`config.mk`:
```
export PLATFORM = sky130hd
export DESIGN_NAME = fifo_read_ctrl_flat
export DESIGN_NICKNAME = d
export VERILOG_FILES = /design/src/rtl/fifo_read_ctrl_if.sv /design/src/rtl/fifo_read_ctrl.sv /design/src/flat_wrapper.sv
export SDC_FILE = /design/constraint.sdc
export NUM_CORES = 1
export LEC_CHECK = 0
export CAP_MARGIN = 20
export CORE_MARGIN = 4
export CORE_UTILIZATION = 43
export CTS_CLUSTER_SIZE = 14
export DETAILED_ROUTE_END_ITERATION = 10
export PLACE_DENSITY_LB_ADDON = 0.15
export SLEW_MARGIN = 15
export SYNTH_ARGS = -nofsm -noshare
export SYNTH_HDL_FRONTEND = slang
export SYNTH_SLANG_ARGS = --single-unit
```
`constraint.sdc`:
```
create_clock -name clk -period 2.85 [get_ports clk]
set_input_delay 0.285 -clock clk [delete_from_list [all_inputs] [get_ports clk]]
set_output_delay 0.285 -clock clk [all_outputs]
set_load 0.02 [all_outputs]
```
`src/rtl/fifo_read_ctrl_if.sv`:
```
// -----------------------------------------------------------------------------
// fifo_read_ctrl_if
// Groups the signals between a FIFO consumer and the read-side pointer
// controller.
//   master : the consumer side. Drives rd, wptr_sync, clr_err and observes
//            the controller outputs.
//   slave  : the read controller. Drives rptr, rptr_gray, raddr, fifo_rd,
//            fifo_empty, fifo_aempty, level, underflow.
// Ports (all in the read clock domain):
//   rd          read request from the consumer
//   wptr_sync   Gray-coded write pointer, already synchronised into clk
//   clr_err     clears the sticky underflow flag
//   rptr        binary read pointer (ADDR_W+1 bits)
//   rptr_gray   registered Gray read pointer for the write domain
//   raddr       memory read address (low ADDR_W bits of rptr)
//   fifo_rd     qualified read strobe to the memory
//   fifo_empty  registered empty flag
//   fifo_aempty registered almost-empty flag
//   level       registered occupancy in words
//   underflow   sticky flag: read requested while empty
// -----------------------------------------------------------------------------
interface fifo_read_ctrl_if #(
  parameter int ADDR_W = 9
);
  logic              rd;
  logic [ADDR_W:0]   wptr_sync;
  logic              clr_err;
  logic [ADDR_W:0]   rptr;
  logic [ADDR_W:0]   rptr_gray;
  logic [ADDR_W-1:0] raddr;
  logic              fifo_rd;
  logic              fifo_empty;
  logic              fifo_aempty;
  logic [ADDR_W:0]   level;
  logic              underflow;

  modport master (
    output rd, wptr_sync, clr_err,
    input  rptr, rptr_gray, raddr, fifo_rd, fifo_empty, fifo_aempty,
           level, underflow
  );

  modport slave (
    input  rd, wptr_sync, clr_err,
    output rptr, rptr_gray, raddr, fifo_rd, fifo_empty, fifo_aempty,
           level, underflow
  );
endinterface

```
`src/rtl/fifo_read_ctrl.sv`:
```
// -----------------------------------------------------------------------------
// fifo_read_ctrl
// Read-side controller of an asynchronous FIFO. Keeps the binary and Gray
// read pointers, compares the next read pointer against the synchronised
// Gray write pointer to produce registered empty / almost-empty / level,
// and raises a sticky underflow flag when a read is requested while empty.
// Parameters:
//   ADDR_W    FIFO address width; pointers carry one extra wrap bit
//   AEMPTY_TH almost-empty threshold in words
// Ports:
//   clk       single clock, all state updates on its rising edge
//   rst_n     asynchronous active-low reset
//   bus       fifo_read_ctrl_if.slave (see the interface header)
// -----------------------------------------------------------------------------
module fifo_read_ctrl #(
  parameter int ADDR_W    = 9,
  parameter int AEMPTY_TH = 4
) (
  input  logic                clk,
  input  logic                rst_n,
  fifo_read_ctrl_if.slave     bus
);

  localparam int PTR_W = ADDR_W + 1;

  // Threshold folded to pointer width so the comparison is width-matched.
  localparam logic [PTR_W-1:0] AEMPTY_LIM = PTR_W'(AEMPTY_TH);

  // ---------------------------------------------------------------------------
  // Gray helpers
  // ---------------------------------------------------------------------------
  function automatic logic [PTR_W-1:0] bin2gray(input logic [PTR_W-1:0] b);
    return b ^ (b >> 1);
  endfunction

  // Each binary bit is the XOR of all Gray bits at and above it.
  function automatic logic [PTR_W-1:0] gray2bin(input logic [PTR_W-1:0] g);
    logic [PTR_W-1:0] b;
    b[PTR_W-1] = g[PTR_W-1];
    for (int i = PTR_W - 2; i >= 0; i--) begin
      b[i] = b[i+1] ^ g[i];
    end
    return b;
  endfunction

  // ---------------------------------------------------------------------------
  // State
  // ---------------------------------------------------------------------------
  logic [PTR_W-1:0] rptr_q;
  logic [PTR_W-1:0] rgray_q;
  logic [PTR_W-1:0] level_q;
  logic             empty_q;
  logic             aempty_q;
  logic             underflow_q;

  // ---------------------------------------------------------------------------
  // Next-state logic
  // ---------------------------------------------------------------------------
  logic             fifo_rd;
  logic [PTR_W-1:0] rbin_next;
  logic [PTR_W-1:0] rgray_next;
  logic [PTR_W-1:0] wbin;
  logic [PTR_W-1:0] occupancy;
  logic             empty_next;
  logic             aempty_next;
  logic             underflow_evt;

  // A read is only issued against the registered empty flag, so a write
  // arriving this cycle cannot enable a read until the flag has updated.
  assign fifo_rd       = bus.rd & ~empty_q;
  assign underflow_evt = bus.rd &  empty_q;

  always_comb begin
    // Pointer arithmetic is modulo 2^PTR_W; the wrap to zero is intentional.
    rbin_next   = rptr_q + PTR_W'(fifo_rd);
    rgray_next  = bin2gray(rbin_next);
    wbin        = gray2bin(bus.wptr_sync);
    occupancy   = wbin - rbin_next;
    // Empty uses the current wptr_sync, so a read that drains the FIFO in
    // the same cycle the writer advances does not flag a false empty.
    empty_next  = (rgray_next == bus.wptr_sync);
    aempty_next = (occupancy <= AEMPTY_LIM);
  end

  // ---------------------------------------------------------------------------
  // Registers
  // ---------------------------------------------------------------------------
  // NOTE: state uses non-blocking assignments so every register samples the
  // pre-edge values; the async reset branch is listed in the sensitivity list
  // so reset acts without waiting for a clock edge.
  always_ff @(posedge clk or negedge rst_n) begin
    if (!rst_n) begin
      rptr_q      <= '0;
      rgray_q     <= '0;
      level_q     <= '0;
      empty_q     <= 1'b1;
      aempty_q    <= 1'b1;
      underflow_q <= 1'b0;
    end else begin
      rptr_q   <= rbin_next;
      rgray_q  <= rgray_next;
      level_q  <= occupancy;
      empty_q  <= empty_next;
      aempty_q <= aempty_next;
      // Set has priority over clear so a concurrent event is never lost.
      if (underflow_evt) begin
        underflow_q <= 1'b1;
      end else if (bus.clr_err) begin
        underflow_q <= 1'b0;
      end
    end
  end

  // ---------------------------------------------------------------------------
  // Outputs
  // ---------------------------------------------------------------------------
  assign bus.rptr        = rptr_q;
  assign bus.rptr_gray   = rgray_q;
  assign bus.raddr       = rptr_q[ADDR_W-1:0];
  assign bus.fifo_rd     = fifo_rd;
  assign bus.fifo_empty  = empty_q;
  assign bus.fifo_aempty = aempty_q;
  assign bus.level       = level_q;
  assign bus.underflow   = underflow_q;

endmodule

```
`src/flat_wrapper.sv`:
```
// flat-port wrapper written by rule: the top's interface ports become plain ports
module fifo_read_ctrl_flat 
#(
  parameter int ADDR_W    = 9,
  parameter int AEMPTY_TH = 4
)
  (clk, rst_n, bus_rd, bus_wptr_sync, bus_clr_err, bus_rptr, bus_rptr_gray, bus_raddr, bus_fifo_rd, bus_fifo_empty, bus_fifo_aempty, bus_level, bus_underflow);
  fifo_read_ctrl_if #(.ADDR_W(ADDR_W)) bus_i ();
  input  logic clk;
  input  logic rst_n;
  input wire logic [$bits(bus_i.rd)-1:0] bus_rd;
  input wire logic [$bits(bus_i.wptr_sync)-1:0] bus_wptr_sync;
  input wire logic [$bits(bus_i.clr_err)-1:0] bus_clr_err;
  output wire logic [$bits(bus_i.rptr)-1:0] bus_rptr;
  output wire logic [$bits(bus_i.rptr_gray)-1:0] bus_rptr_gray;
  output wire logic [$bits(bus_i.raddr)-1:0] bus_raddr;
  output wire logic [$bits(bus_i.fifo_rd)-1:0] bus_fifo_rd;
  output wire logic [$bits(bus_i.fifo_empty)-1:0] bus_fifo_empty;
  output wire logic [$bits(bus_i.fifo_aempty)-1:0] bus_fifo_aempty;
  output wire logic [$bits(bus_i.level)-1:0] bus_level;
  output wire logic [$bits(bus_i.underflow)-1:0] bus_underflow;
  assign bus_i.rd = bus_rd;
  assign bus_i.wptr_sync = bus_wptr_sync;
  assign bus_i.clr_err = bus_clr_err;
  assign bus_rptr = bus_i.rptr;
  assign bus_rptr_gray = bus_i.rptr_gray;
  assign bus_raddr = bus_i.raddr;
  assign bus_fifo_rd = bus_i.fifo_rd;
  assign bus_fifo_empty = bus_i.fifo_empty;
  assign bus_fifo_aempty = bus_i.fifo_aempty;
  assign bus_level = bus_i.level;
  assign bus_underflow = bus_i.underflow;
  fifo_read_ctrl #(.ADDR_W(ADDR_W), .AEMPTY_TH(AEMPTY_TH)) u_core (.clk(clk), .rst_n(rst_n), .bus(bus_i));
endmodule
```
After elaboration in Yosys (flattened, before gate mapping)
Cells that the tools add are included.
W data, S select, Z words.
{ "word_totals": {"regBits": 33, "latchBits": 0, "ramBits": 0, "romBits": 0, "inputBits": 14, "out_inout_bits": 43, "elab_cells": 26, "mem_count": 0} }
{ "classes": {"n_addsub": 2, "mul": 0, "div_mod_pow": 0, "n_lt_le_gt_ge": 1, "n_eq_ne": 1, "n_shift": 0, "muxes": 2, "bitwise_logic": 13, "reduce_logical": 1} }
{ "ops": {"columns": ["cell", "count"], "rows": [
  ["$add A10 B1 Y10", 1],
  ["$eq A10 B10 Y1", 1],
  ["$le A10 B3 Y1 const B", 1],
  ["$sub A10 B10 Y10", 1],
  ["$xor A10 B9 Y10", 1],
  ["$xor A1 B1 Y1", 9],
  ["$and A1 B1 Y1", 2],
  ["$mux W1", 2],
  ["$reduce_bool A2 Y1", 1],
  ["$not A1 Y1", 1]
]} }

Logic depth before layout (Yosys ltp)
Gate-level depths: netlist of the first run.
{ "logic_depth": {"depth_word": 11, "ltp_mapped": 16} }

Worst setup path before layout of the first run
Ideal clock, no wire load.
{ "synth_path": {"path_type": "input to register", "startpoint": "input bus_wptr_sync[9]", "endpoint": "register u_core.aempty_q, in the netlist u_core.bus.fifo_aempty", "t_arrival_ns": 3.390, "t_required_ns": 2.768, "path_slack_ns": -0.622, "stages": 16, "cell_sequence": "xor2_2 > xnor2_2 > xor2_2 > xor2_2 > xnor2_2 > xnor2_4 > xnor2_1 > ha_1 > fa_1 > nor2b_1 > o21ai_0 > a21boi_0 > nor2_1 > a211o_1 > a2111o_1 > nor3_1"} }
{ "synth_between": {"elab_chain_cells": 11} }
{ "synth_rtl": {"columns": ["item", "line_no", "rtl"], "rows": [
  ["start: declaration", "flat_wrapper.sv:12", "input wire logic [$bits(bus_i.wptr_sync)-1:0] bus_wptr_sync;"],
  ["$xor A1 B1 Y1 * (5 in a row)", "fifo_read_ctrl.sv:41", "b[i] = b[i+1] ^ g[i];"],
  ["$xor A1 B1 Y1 (4 in a row)", "fifo_read_ctrl.sv:41", null],
  ["$sub A10 B10 Y10 *", "fifo_read_ctrl.sv:78", "occupancy = wbin - rbin_next;"],
  ["via u_core.occupancy[4]", "fifo_read_ctrl.sv:63", "logic [PTR_W-1:0] occupancy;"],
  ["$le A10 B3 Y1 *", "fifo_read_ctrl.sv:82", "aempty_next = (occupancy <= AEMPTY_LIM);"],
  ["via u_core.aempty_next", "fifo_read_ctrl.sv:65", "logic aempty_next;"],
  ["end signal: assignment", "fifo_read_ctrl.sv:104", "aempty_q <= aempty_next;"],
  ["end: declaration", "fifo_read_ctrl.sv:53", "logic aempty_q;"]
]} }
Mark *: on every way through the listed nets, which the timed path passes. The rest lies on a longest branch.
A chain may end at the register's enable or synchronous reset.

Worst setup path after layout of the first run
{ "layout_path": {"startpoint": "input bus_wptr_sync[9]", "endpoint": "register u_core.aempty_q, in the netlist u_core.bus.fifo_aempty"} }
{ "layout_between": {"elab_chain_cells": 11} }
{ "layout_rtl": {"columns": ["item", "line_no"], "rows": [
  ["$xor A1 B1 Y1 * (3 in a row)", "fifo_read_ctrl.sv:41"],
  ["$xor A1 B1 Y1 (6 in a row)", "fifo_read_ctrl.sv:41"],
  ["$sub A10 B10 Y10 *", "fifo_read_ctrl.sv:78"],
  ["via u_core.occupancy[6]", "fifo_read_ctrl.sv:63"],
  ["$le A10 B3 Y1 *", "fifo_read_ctrl.sv:82"],
  ["via u_core.aempty_next", "fifo_read_ctrl.sv:65"]
]} }
Marked as above.

==> impl_metrics.yaml, run 1 <==
min_path:
  hold_class: "input pin to asynchronous set/reset pin"
floorplan:
  top_level_ports: 57
  num_rows: 24
  die_w_um: 75.4
  initial_core_util: 0.445
  die_y_um: 75.4
  coreArea_sq_um: 4380
  dieArea_sq_um: 5680
detailed_routing:
  vias: 1642
  wl_per_cell_um: 14.2
  drtIter0Drc: 74
  drtPass1Iterations: 4
  viasPerCell: 4.76
  antenna_left: 0
  drc: 0
  wirelength_um: 4900
worst_setup_path:
  endpoint: "u_core.bus.fifo_aempty"
  cp-startpoint: "bus_wptr_sync[9]"
  rr_worst_depth: 13
  cp_data_required_time_ns: 3.06
  arrival_ns: 3.58
  rrSetupSlack_ns: -0.08
  start_kind: "input pin"
  r2r-start: "u_core.bus.fifo_empty"
  worst-path-max-fanout: 4
  r2r_end: "u_core.bus.fifo_aempty"
  path_class: "input pin to flip-flop"
  critPathCaptureType: "flip-flop"
synth:
  ys_warn_count: 0
  synthMuxAreaShare: 0.00513
  ys.flop_type: "dfrtp_1"
  ys_seq_area_frac: 0.412
  ys_async_sr_fraction: 1.00
  synth_xor_area_frac: 0.229
  synth_cells: 180
  yosys.area.top_type_share: 0.385
  synth_edf_count: 0
  synth_seq_cells: 32
  synth_top_family_by_area: "XOR/XNOR gates"
  synth_simple_gate_area_frac: 0.119
  synth_cell_types: 39
  synth_compound_area_frac: 0.0833
  yosysTopAreaCell: "dfrtp_1"
  syn_nets: 206
  netlist_area_sq_um: 1950
  syn_area_per_cell_sq_um: 10.8
  synth_fa_ha_area_frac: 0.0808
  synth_area_leaders: "dfrtp_1 (38%), xnor2_1 (8.5%), xor2_1 (7.2%), ha_1 (7.1%), xor2_2 (4.2%)"
clock_network:
  cts_sinks: 32
  postCtsHoldBufs: 0
  cts_max_level: 2
  clk_path_buf_depth: 2
  path_clk_slew_ns: 0.07
  cts_tree: "built"
  clk_latency_ns: 0.28
  cts_root_buffer: "clkbuf_8"
  cts-buffers-inserted: 5
timing:
  min_period_ns: 3.37
  skew_ns: 0.00329
  maxSlewViolCount: 0
  tns_ns: -1.51
  timing.fmax_mhz: 296
  finalCritPeriodShare: 1.18
  relSlewSlack: 0.730
  hold_viol: 0
  worstMarginPinSlew_ns: 0.405
  setup_ws_ns: -0.523
  finalSetupViolCount: 7
  rsz0062_at_grt: "yes"
power_and_ir_drop:
  report.power.total_mw: 4.04
  powerDensity_nw_per_um2: 1240
  power.leakage_nw: 1.47
  vdd_drop_max_uv: 985
global_route:
  grt_overflow: 0
  grt_max_degree: 33
  grt_pass1_wl_um: 7780
  grt_pass1_vias: 1716
  grt_antenna_before_repair: 0
  track_usage: 0.182
cells_and_area:
  finalInstanceArea_sq_um: 3260
  drive_gt1_frac: 0.365
  final_cell_mix: "buf_4 (56), clkdlybuf4s50_1 (52), dfrtp_1 (30)"
  utilization: 0.744
  area_growth_pct: 67.1
  finalNetCount: 318
  final_common_cell: "buf_4"
  diodes: 0
placement:
  placed_area_sq_um: 2930
  dp_hpwl_um: 3460
  place.gp.congestion: 0.735
  place_ws_ns: -1.32
  port_buffers: 56
run:
  maxCapViolCount: 0
run_status:
  violations: "setup timing"
  outcome: "finished with violations"
metal layers:
layer / vias up / share of wire / GRT usage
li1: 810 / - / -
met1: 786 / 0.42 / 0.233
met2: 42 / 0.53 / 0.304
met3: 4 / 0.041 / 0.0449
met4: 0 / 0.0082 / 0.0544
met5: - / 0 / 0
worst min-delay path by stage:
stage | start | end | slack (ns)
floorplan | rst_n | u_core.bus.level[0] | -0.01
global placement | u_core.bus.underflow | u_core.bus.underflow | 0.51
detailed placement | u_core.bus.underflow | u_core.bus.underflow | 0.52
CTS | rst_n | u_core.bus.rptr[2] | 0.42
global route | rst_n | u_core.bus.underflow | 0.43
finish | rst_n | u_core.bus.rptr[0] | 0.41
cells in the mapped netlist (3+ instances only):
master	count
a21oi_1	5
or3_1	3
inv_1	17
nor2_1	7
xor2_2	5
and2_1	3
o21ai_0	6
ha_1	11
buf_4	10
nand2_1	6
xor2_1	16
xnor2_1	19
dfrtp_1	30
nor2b_1	3
nand3_1	5
nor3_1	3
and3_1	3
logic make-up (layout without fill, tap and decap cells):
kind of cell | count (synthesis) | in the layout
compound gates | 24 | 24
xor+xnor | 43 | 43
fa+ha+maj | 12 | 12
buf+inv | 27 | 140
flops | 32 | 32
mux | 1 | 1
simple gates | 41 | 41
timing repair:
item	in CTS	in global routing
buffers inserted	4	8
setup endpoints to repair	10	8
resized for setup	25	18
pin swaps	15	16
layout make-up:
| cell class | instances | area [sq um] |
|---|---|---|
| repair buffers | 115 | 1020 |
| clock inverters | 1 | 30.0 |
| multi-input cells | 121 | 1180 |
| well taps | 52 | 65.1 |
| clock buffers | 7 | 96.3 |
| fillers | 301 | 1120 |
| inverters | 17 | 63.8 |
| flip-flops and latches | 32 | 803 |
report_power, final:
part           internal, mW  leakage, nW  switching [mW]  total, mW
Clock                 0.308       0.0645           0.168      0.477
Combinational          1.53         1.01            1.28       2.81
Sequential            0.640        0.392           0.108      0.749
state kept, by name, summed over array words and instances, names as in the netlist:
name                    count
u_core.bus.level           10
u_core.bus.fifo_empty       1
u_core.bus.rptr_gray       10
u_core.bus.rptr             9
u_core.bus.fifo_aempty      1
u_core.bus.underflow        1
critical path, stage by stage:
cell and delay [ns]:
buf_8 0.11, xor2_4 0.18, xnor2_2 0.23, xor2_2 0.22, xor2_2 0.24, xnor2_2 0.16
xnor2_4 0.29, buf_6 0.15, xnor2_2 0.10, ha_1 0.28, nor2b_4 0.14, o21ai_2 0.14
a21boi_2 0.10, buf_4 0.14, o311a_1 0.34, a2111o_1 0.37, nor3_2 0.11
stage by stage:
step | hold WS, ns | instances
2_1_floorplan | -0.0106 | 180
3_5_place_dp | 0.524 | 329
6_report | 0.406 | 345
4_1_cts | 0.416 | 340
5_1_grt | 0.427 | 345
3_3_place_gp | 0.513 | 329
Power figures use the tool's default switching activity.
==> run 2, diff against run 1 <==
--- a/config.mk
+++ b/config.mk
@@ -5,6 +5,7 @@
 export SDC_FILE = /design/constraint.sdc
 export NUM_CORES = 1
 export LEC_CHECK = 0
+export ABC_AREA = 1
 export CAP_MARGIN = 20
 export CORE_MARGIN = 4
 export CORE_UTILIZATION = 43
==> run 2 against run 1 <==
Effect of this change:
- the flow still finishes with violations (setup timing)
- power increased by 7.0%
- design area increased by 4.6%
- fmax increased by 16%
- worst hold slack got worse by 0.023 ns
- via count increased by 23%
- combinational power increased by 8.5%
- synthesized cell count increased by 37%
- die area increased by 3.7%
- count of clock-buffer cells in the layout unchanged
- synthesized area increased by 4.2%
- sequential cell count unchanged
- critical path type unchanged
- largest power group unchanged
==> impl_metrics.yaml, run 2 <==
run_status:
  outcome: "finished with violations"
  violations: "setup timing"
worst_setup_path:
  critPathCaptureType: "flip-flop"
  cp_cell_sequence: "dlygate4sd2_1, inv_1, nand3_4, nand2_4, nand2_4, nand3_4, nand2_4, nand2_4, nand2_4, nand2_4, nand3_2, nand3_2, nand2_1, ha_2, fa_2, buf_6, xnor2_4, a211o_1, nor3_2, nand3_1, nor2_1"
  cp_common_cell: "nand2_4"
  cp_data_required_time_ns: 3.06
  path_class: "input pin to flip-flop"
  r2r_end: "u_core.bus.fifo_aempty"
  start_kind: "input pin"
  max_stage_delay_ns: 0.38
  path_delay_family: "simple AND/OR/NAND/NOR gates"
  path_buf_inv: 3
  worst-path-max-fanout: 3
  r2r-start: "u_core.bus.fifo_empty"
  cp-startpoint: "bus_wptr_sync[6]"
  rr_worst_depth: 13
  slowest_stage: "fa_2"
  rrSetupSlack_ns: 0.03
  arrival_ns: 3.11
detailed_routing:
  viasPerCell: 4.96
  wl_per_cell_um: 13.9
  drtPass1Iterations: 4
  vias: 2018
  wirelength_um: 5650
  drc: 0
  antenna_left: 0
  drtIter0Drc: 123
clock_network:
  cts_tree: "built"
  path_clk_slew_ns: 0.07
  cts-buffers-inserted: 5
  clk_path_buf_depth: 2
  clk_latency_ns: 0.28
  postCtsHoldBufs: 0
  cts_max_level: 2
  cts_sinks: 32
  cts_root_buffer: "clkbuf_8"
timing:
  rsz0062_at_grt: "yes"
  setup_ws_ns: -0.0501
  finalCritPeriodShare: 1.02
  finalSetupViolCount: 1
  timing.fmax_mhz: 345
  skew_ns: 0.00767
  maxSlewViolCount: 0
  worstMarginPinSlew_ns: 0.392
  relSlewSlack: 0.738
  min_period_ns: 2.90
  hold_viol: 0
power_and_ir_drop:
  p_seq_frac: 0.184
  intPower_mw: 2.47
  report.power.total_mw: 4.32
  vdd_drop_max_uv: 861
  p_switching_mw: 1.85
  p_comb_frac: 0.706
  powerDensity_nw_per_um2: 1270
  p_clk_frac: 0.110
  power.leakage_nw: 1.71
  switching_share: 0.428
global_route:
  grt_antenna_before_repair: 0
  track_usage: 0.172
  grt_max_degree: 33
  grt_overflow: 0
  grt_pass1_wl_um: 8460
  grt_pass1_vias: 1927
synth:
  synth_cell_types: 29
  syn_nets: 272
  synth_edf_count: 0
  netlist_area_sq_um: 2030
  yosys.cell_count.top_type: "nand2_1"
  syn_area_per_cell_sq_um: 8.27
  synth_commonest_cells: "nand2_1 (42), inv_1 (36), dfrtp_1 (30)"
  synth_seq_cells: 32
  synth_cells: 246
  yosys.area.top_type_share: 0.369
  yosysTopAreaCell: "dfrtp_1"
  ys_async_sr_fraction: 1.00
  ys_warn_count: 0
  synth_area_leaders: "dfrtp_1 (37%), nand2_1 (7.8%), ha_1 (6.8%), inv_1 (6.6%), xor2_1 (6.5%)"
  ys.flop_type: "dfrtp_1"
  ys_seq_area_frac: 0.395
floorplan:
  coreArea_sq_um: 4470
  top_level_ports: 57
  dieArea_sq_um: 5890
  die_y_um: 76.8
  num_rows: 24
  die_w_um: 76.8
  initial_core_util: 0.454
min_path:
  min-delay-start: "bus_wptr_sync[8]"
  holdPathEnd: "u_core.bus.fifo_empty"
  worstHoldPathCells: 4
  hold_class: "input pin to flip-flop"
run:
  maxCapViolCount: 0
cells_and_area:
  multi_input_area_sq_um: 1260
  seq_area_sq_um: 803
  drive_gt1_frac: 0.358
  area_growth_pct: 67.8
  final_common_cell: "buf_4"
  diodes: 0
  final_cell_mix: "buf_4 (54), clkdlybuf4s50_1 (50), nand2_1 (38)"
  finalNetCount: 380
  fill_cells: 297
placement:
  port_buffers: 56
  place.gp.congestion: 0.875
  dp_hpwl_um: 3750
  place_ws_ns: -0.918
run 2: cell types whose count changed in the layout (fill, tap and decap cells not counted), sizes merged, moves of 4 or more:
cell / previous run / this run
xnor2: 22 / 4
xor2: 21 / 16
inv: 17 / 40
a21oi: 5 / 9
nand3: 5 / 28
nor2: 7 / 14
nand2: 6 / 59
run 2: through the flow:
| step | utilization | std cells | instance area [sq um] | TNS [ns] | hold slack [ns] |
|---|---|---|---|---|---|
| floorplan | - | 246 | 2040 | 0 | -0.0106 |
| global placement | 0.646 | 384 | 2890 | -4.11 | 0.511 |
| detailed placement | 0.646 | 384 | 2890 | -5.12 | 0.517 |
| CTS | 0.713 | 404 | 3190 | -0.169 | 0.348 |
| global route | 0.763 | 407 | 3410 | -0.357 | 0.387 |
| finish | 0.763 | 407 | 3410 | -0.0501 | 0.383 |
run 2: worst max-delay path by stage:
stage | to | slack [ns] | cells past startpoint
after CTS | u_core.bus.fifo_aempty | -0.17 | 27
after floorplan | u_core.bus.fifo_aempty | 0.02 | 20
after global placement | u_core.bus.fifo_aempty | -0.75 | 20
final | u_core.bus.fifo_aempty | -0.05 | 21
after detailed placement | u_core.bus.fifo_aempty | -0.92 | 22
after global routing | u_core.bus.fifo_aempty | -0.21 | 20
run 2: timing repair:
action,in CTS,in global routing
pin swaps,20,28
endpoints found under the setup margin,8,6
setup buffers,13,3
resized for setup,40,43
run 2: cell type report:
class	count	area share
multi-input combinational	164	0.369
timing repair buffer	111	0.291
sequential	32	0.235
inverter	40	0.0484
clock buffer	7	0.0282
tap	52	0.0191
clock inverter	1	0.00880
run 2: power by group through the flow:
| stage | sequential (mW) | combinational (mW) | clock (mW) |
|---|---|---|---|
| 2_1_floorplan | 1.06 | 1.28 | 0 |
| 3_5_place_dp | 0.807 | 2.68 | 0 |
| 3_3_place_gp | 0.800 | 2.66 | 0 |
| 5_1_grt | 0.829 | 3.29 | 0.505 |
| 6_report | 0.796 | 3.05 | 0.476 |
| 4_1_cts | 0.799 | 2.79 | 0.484 |
run 2: metal layers:
metal  track usage  part of all wire  up-vias
met5             0                 0        -
met4        0.0399             0.018        0
met3        0.0386             0.048       10
met2         0.294              0.51       59
met1         0.221              0.42      961
li1              -                 -      988
run 2: logic make-up after synthesis:
group | after synthesis | share of synthesized area
simple gates | 109 | 0.259
buf+inv | 50 | 0.111
flops | 32 | 0.395
compound gates | 23 | 0.0677
xor+xnor | 20 | 0.0898
fa+ha+maj | 12 | 0.0775
run 2: worst min-delay path: cells and delay by family:
| kind | cells | cell delay, ns |
|---|---|---|
| and+or+nand+nor | 3 | 0.27 |
| buffers and inverters | 1 | 0.10 |
